<file path="src/rtl/alu_pipe.sv">
// alu_pipe: single-issue ALU with a valid/ready handshake on both sides.
// Most opcodes return their result one cycle after acceptance. The result
// is held in HOLD until the consumer takes it.
// Optional feature macro: ALU_PIPE_MUL_EN compiles in a shift-add multiplier
// (opcode 1010) that needs WIDTH cycles in BUSY. Without the macro, 1010 is
// an illegal opcode.

module alu_pipe #(
  parameter int WIDTH = 32,
  parameter int SHW   = 5
) (
  input  logic             clk,
  input  logic             reset,
  input  logic             in_valid,
  output logic             in_ready,
  input  logic [WIDTH-1:0] a,
  input  logic [WIDTH-1:0] b,
  input  logic [3:0]       ALUop,
  input  logic             cn,
  input  logic [SHW-1:0]   shamt,
  output logic             out_valid,
  input  logic             out_ready,
  output logic [WIDTH-1:0] r,
  output logic             zero,
  output logic             overflow,
  output logic             carry,
  output logic             illegal
);

  localparam logic [3:0] OP_ADD = 4'b0001;
  localparam logic [3:0] OP_SUB = 4'b0010;
  localparam logic [3:0] OP_AND = 4'b0011;
  localparam logic [3:0] OP_OR  = 4'b0100;
  localparam logic [3:0] OP_XOR = 4'b0101;
  localparam logic [3:0] OP_SLL = 4'b0110;
  localparam logic [3:0] OP_SRL = 4'b0111;
  localparam logic [3:0] OP_SRA = 4'b1000;
  localparam logic [3:0] OP_SLT = 4'b1001;
  localparam logic [3:0] OP_MUL = 4'b1010;

  typedef enum logic [1:0] {IDLE, BUSY, HOLD} state_t;

  state_t             r_state;
  logic               r_outValid;
  logic [WIDTH-1:0]   r_result;
  logic               r_zero;
  logic               r_overflow;
  logic               r_carry;
  logic               r_illegal;

  logic               w_accept;
  logic               w_isMul;
  logic               w_mulLast;
  logic [WIDTH-1:0]   w_mulProduct;
  logic [WIDTH:0]     w_addFull;
  logic [WIDTH:0]     w_subFull;
  logic [WIDTH-1:0]   w_result;
  logic               w_carry;
  logic               w_overflow;
  logic               w_illegal;

  // A new request can enter when idle, or when the held result leaves this cycle.
  assign in_ready  = (r_state == IDLE) || ((r_state == HOLD) && out_ready);
  assign w_accept  = in_valid && in_ready;

  assign out_valid = r_outValid;
  assign r         = r_result;
  assign zero      = r_zero;
  assign overflow  = r_overflow;
  assign carry     = r_carry;
  assign illegal   = r_illegal;

  // The extra top bit gives the carry-out for ADD and the borrow-out for SUB.
  assign w_addFull = {1'b0, a} + {1'b0, b} + {{WIDTH{1'b0}}, cn};
  assign w_subFull = {1'b0, a} - {1'b0, b} - {{WIDTH{1'b0}}, cn};

`ifdef ALU_PIPE_MUL_EN
  logic [WIDTH-1:0] r_mcand;
  logic [WIDTH-1:0] r_mplier;
  logic [WIDTH-1:0] r_acc;
  logic [SHW-1:0]   r_count;

  assign w_isMul      = (ALUop == OP_MUL);
  assign w_mulLast    = (r_state == BUSY) && (r_count == SHW'(WIDTH - 1));
  assign w_mulProduct = r_acc + (r_mplier[0] ? r_mcand : '0);

  // Shift-add multiplier: consumes one multiplier bit per BUSY cycle.
  always_ff @(posedge clk or posedge reset) begin
    if (reset) begin
      r_mcand  <= '0;
      r_mplier <= '0;
      r_acc    <= '0;
      r_count  <= '0;
    end else if (w_accept && w_isMul) begin
      r_mcand  <= a;
      r_mplier <= b;
      r_acc    <= '0;
      r_count  <= '0;
    end else if (r_state == BUSY) begin
      r_acc    <= w_mulProduct;
      r_mcand  <= r_mcand << 1;
      r_mplier <= r_mplier >> 1;
      r_count  <= r_count + SHW'(1);
    end
  end
`else
  assign w_isMul      = 1'b0;
  assign w_mulLast    = 1'b0;
  assign w_mulProduct = '0;
`endif

  // Single-cycle datapath: result and flags for the request at the inputs.
  always_comb begin
    w_result   = '0;
    w_carry    = 1'b0;
    w_overflow = 1'b0;
    w_illegal  = 1'b0;
    case (ALUop)
      OP_ADD: begin
        w_result   = w_addFull[WIDTH-1:0];
        w_carry    = w_addFull[WIDTH];
        w_overflow = (a[WIDTH-1] == b[WIDTH-1]) && (w_addFull[WIDTH-1] != a[WIDTH-1]);
      end
      OP_SUB: begin
        w_result   = w_subFull[WIDTH-1:0];
        w_carry    = w_subFull[WIDTH];
        w_overflow = (a[WIDTH-1] != b[WIDTH-1]) && (w_subFull[WIDTH-1] != a[WIDTH-1]);
      end
      OP_AND: w_result = a & b;
      OP_OR:  w_result = a | b;
      OP_XOR: w_result = a ^ b;
      OP_SLL: w_result = a << shamt;
      OP_SRL: w_result = a >> shamt;
      OP_SRA: w_result = $signed(a) >>> shamt;
      OP_SLT: w_result = {{(WIDTH-1){1'b0}}, ($signed(a) < $signed(b))};
      default: begin
        w_result  = '0;
        w_illegal = 1'b1;
      end
    endcase
  end

  // Control FSM. The result and flags register on completion and stay frozen in HOLD.
  always_ff @(posedge clk or posedge reset) begin
    if (reset) begin
      r_state    <= IDLE;
      r_outValid <= 1'b0;
      r_result   <= '0;
      r_zero     <= 1'b0;
      r_overflow <= 1'b0;
      r_carry    <= 1'b0;
      r_illegal  <= 1'b0;
    end else begin
      case (r_state)
        IDLE, HOLD: begin
          if (w_accept && w_isMul) begin
            r_state    <= BUSY;
            r_outValid <= 1'b0;
          end else if (w_accept) begin
            r_state    <= HOLD;
            r_outValid <= 1'b1;
            r_result   <= w_result;
            r_zero     <= (w_result == '0);
            r_overflow <= w_overflow;
            r_carry    <= w_carry;
            r_illegal  <= w_illegal;
          end else if ((r_state == HOLD) && out_ready) begin
            r_state    <= IDLE;
            r_outValid <= 1'b0;
          end
        end
        BUSY: begin
          if (w_mulLast) begin
            r_state    <= HOLD;
            r_outValid <= 1'b1;
            r_result   <= w_mulProduct;
            r_zero     <= (w_mulProduct == '0);
            r_overflow <= 1'b0;
            r_carry    <= 1'b0;
            r_illegal  <= 1'b0;
          end
        end
        default: begin
          r_state    <= IDLE;
          r_outValid <= 1'b0;
        end
      endcase
    end
  end

endmodule

</file>
<file path="config.mk">
export PLATFORM = sky130hd
export DESIGN_NAME = alu_pipe
export DESIGN_NICKNAME = d
export VERILOG_FILES = /design/src/rtl/alu_pipe.sv
export SDC_FILE = /design/constraint.sdc
export NUM_CORES = 1
export LEC_CHECK = 0
export BUFFER_PORTS_ARGS = -buffer_cell sky130_fd_sc_hd__buf_4
export CAP_MARGIN = 0
export CORE_ASPECT_RATIO = 1.25
export CORE_MARGIN = 1
export CORE_UTILIZATION = 38
export DETAILED_ROUTE_END_ITERATION = 7
export SKIP_LAST_GASP = 1
export SLEW_MARGIN = 30
export SYNTH_ARGS = -nofsm -noshare
export SYNTH_HDL_FRONTEND = slang
export SYNTH_SLANG_ARGS = --single-unit
</file>
<file path="constraint.sdc">
create_clock -name clk -period 3 [get_ports clk]
set_input_delay 0.75 -clock clk [delete_from_list [all_inputs] [get_ports clk]]
set_output_delay 0.75 -clock clk [all_outputs]
set_load 0.02 [all_outputs]
</file>
==> results by group <==
Status
  – Outcome: complete, but fails checks
  – Violated checks: negative setup slack

Yosys
  – Synth Area in Adders: 0.175
  – Dominant cell type by area after synthesis: ha_1
  – Synthesized Nets: 1870
  – Post-synthesis mux area share: 0.136
  – Async SR Flop Fraction: 1.00
  – Synth Register Bits: 37
  – Cell count after synthesis: 1630
  – Synth Cell Area: approximately 12000 sq um
  – Top cell type's share of synthesized area: 0.168
  – Average size of a mapped cell: 7.23 sq um
  – Distinct cells, synth: 84
  – EDFF count, synth: 0
  – Post-synthesis sequential area ratio: 0.0786
  – Top_reg_cell synth: dfrtp_1
  – XOR/XNOR Fraction of Synth Area: 0.0327
  – Simple-Gate Fraction of Synth Area: 0.199
  – Synth Area in Compound Gates: 0.297
  – Synth area leaders: ha_1, dfrtp_1, mux4_2
  – Largest family of logic cells by synthesized area: compound AO/OA/AOI/OAI gates
  – Warnings from Yosys: 0

Cells and area
  – Fin nets: 2621
  – Sequential cell area: 926 sq um
  – Share of post-route cells with drive strength above 1: 0.508
  – Layout Utilization: 0.693
  – Area Growth Syn to Fin: 78.1%
  – Fillcell total: 2476
  – Multi-input gate area: 11900 sq um
  – Antenna cells: 0

Critical path
  – Crit. End Element: register
  – Worst Path Required: 3.18 ns
  – R2r setup slk: 0.13 ns
  – Arrival time at the worst endpoint: 4.26 ns
  – CP Launch Type: input pin
  – Reg2reg end: zero
  – Max FO, Critical Path: 3
  – Reg2Reg Depth: 11
  – Setup CP Type: input pin to register
  – FF-to-FF Start: out_valid

Placement
  – Gpl congestion: 1.06
  – PortBufs: ~120
  – Worst slack at placement: -1.78 ns
  – Final HPWL DP: between 50000 and 60000 microns

GRT
  – Grt total ovfl: 0
  – Vias in the first global route: 16800
  – GRT Resource Usage Total: 0.428
  – Initial antenna violation count: 0
  – First-pass GRT wire length: 101000 microns
  – Largest net degree at the start of global routing: 48

Route
  – Routed Antenna Nets: 0
  – DR DRC count: 0
  – Vias per cell: ~6
  – Wire per inst: 25.3 microns
  – DR pass1 iterations: 6
  – First-iteration detailed-routing DRC count: 1577
  – Total Wirelength: about 70000 microns
  – Vias: 16900

Clocking
  – Total CTS buffers: 5
  – Clock sink count: 37
  – Reg clk slew, reported paths: about 0.060 ns
  – Clock latency on the worst-skew pair: ~0.29 ns
  – Cell at the root of the clock tree: clkbuf_16
  – Hold-fix buffers, CTS: 0
  – Buffer depth of the longest clock path: 2
  – CTS tree: built
  – H-tree depth: 2

STA
  – Post-route minimum period: 4.08 ns
  – Setup TNS: -8.77 ns
  – Worst Skew: about 0.003 ns
  – Final Hold Fails: 0
  – Worst hold slack: 0.476 ns
  – Final worst slack: -1.08 ns
  – RSZ-0062 raised after global routing: yes
  – Slew at the pin closest to its max-slew limit: 0.889 ns
  – Final Slew Violations: 0
  – Max Clk Rate: 0.245 GHz
  – Final setup vio count: 25
  – Final period util: 1.36
  – Slew margin rel.: 0.398

Die
  – Num rows: between 70 and 80
  – I/O Pins: 116
  – Die X: 160 microns
  – Area of the core: slightly above 30000 sq um
  – Initial Util: 0.389
  – Die Y: 199 microns
  – Area of the die: 31700 sq um

Worst hold path
  – Hold depth: 2
  – Hold Path End: r[17]
  – HP Start: r[17]
  – Hold crit path type: register to register

Pwr
  – PwrDens: 287 nW/um^2
  – VDD IR max: 446 uV
  – LEAKAGE: 9.64 nW

Flow run
  – Max-Cap Viols: 0
==> critical path: stages <==
cell and delay [ns]:
buf_12 0.10, inv_12 0.03, fa_2 0.42, fa_2 0.42, nor3_4 0.20, o21ai_2 0.09
o211ai_1 0.29, buf_4 0.18, nand2_4 0.05, xnor2_2 0.18, o221ai_2 0.15, a211oi_2 0.28
or4b_4 0.55, nor4_4 0.17, nand4_1 0.18, o41ai_2 0.23
==> cells by family (layout without fill, tap and decap cells) <==
| logic type | count (synthesis) | count (layout) |
|---|---|---|
| AO/OA/AOI/OAI | 530 | 530 |
| AND/OR/NAND/NOR | 509 | 509 |
| buffers and inverters | 238 | 990 |
| adder cells (fa/ha/maj) | 162 | 162 |
| multiplexers | 110 | 110 |
| XOR/XNOR | 44 | 44 |
| flip-flops | 37 | 37 |
==> synth_stat cells (17+ instances only) <==
| cell | instances |
|---|---|
| mux4_2 | 37 |
| nand4_1 | 17 |
| inv_1 | 125 |
| a221oi_1 | 21 |
| ha_1 | 158 |
| o21ai_1 | 18 |
| o211ai_1 | 31 |
| o21ai_0 | 113 |
| mux2_2 | 17 |
| nor3_1 | 32 |
| xor2_1 | 18 |
| clkbuf_1 | 78 |
| a31oi_1 | 22 |
| nor2_1 | 121 |
| xnor2_1 | 26 |
| nand3_1 | 35 |
| a21oi_1 | 119 |
| nand2b_1 | 22 |
| dfrtp_1 | 37 |
| mux2i_1 | 48 |
| a211oi_1 | 27 |
| nand2_1 | 202 |
==> power by group <==
group,internal (mW),switching (mW)
clock,0.393,0.209
combinational,2.32,2.48
sequential,0.579,0.0480
total,3.29,2.74
==> final cells by class <==
class / count / area share
timing repair buffer: 853 / 0.330
multi-input combinational: 1355 / 0.567
clock buffer: 5 / 0.00596
clock inverter: 3 / 0.00209
inverter: 129 / 0.0265
tap: 401 / 0.0239
sequential: 37 / 0.0441
==> cells in the final DEF (no fill, tap or decap), drive strengths merged, types with 16 or more instances in the layout <==
cell    Yosys  routed
a22oi      16      16
mux4       37      37
ha        158     158
nand3      35      35
inv       127     128
o211ai     31      31
a21o       16      16
nor4       16      16
a221oi     21      21
nor2      121     121
xnor2      26      26
dfrtp      37      37
a21oi     120     120
buf        31     852
mux2       25      25
xor2       18      18
nand2b     22      22
a211oi     27      27
a31oi      22      22
o21ai     131     131
mux2i      48      48
nand4      17      17
nand2     202     202
nor3       32      32
==> metal layers <==
layer,wire (microns),global-route usage
met3,4800,0.0553
met5,0,0
met2,33000,0.731
met4,6410,0.334
met1,26300,0.484
==> flip-flops by register name, indices dropped and copies added (netlist names) <==
signal,count
overflow,1
carry,1
r,32
illegal,1
out_valid,1
zero,1
==> metrics by stage <==
step | power, mW | cell area (sq um) | instances
after floorplan | 2.47 | 12200 | 1630
after global placement | 4.49 | 18500 | 2728
after detailed placement | 4.52 | 18500 | 2728
after CTS | 5.58 | 20100 | 2772
after global routing | 6.28 | 21000 | 2783
final | 6.03 | 21000 | 2783
==> worst max path at each step <==
stage          startpoint    to  slack, ns  cells past startpoint
2_1_floorplan        b[0]  zero      -0.74                     14
6_report             b[0]  zero      -1.08                     16
4_1_cts                cn  zero      -0.98                     15
5_1_grt              b[0]  zero      -1.17                     16
3_5_place_dp     shamt[0]  zero      -1.78                     17
3_3_place_gp     shamt[0]  zero      -1.75                     17
==> what timing repair did <==
action | CTS | global route
pin swaps | 95 | 114
resized for setup | 251 | 172
setup endpoints to repair | 32 | 31
gates cloned | 1 | 0
setup buffers | 44 | 34
Note: power is estimated with default switching activity, not from simulation.
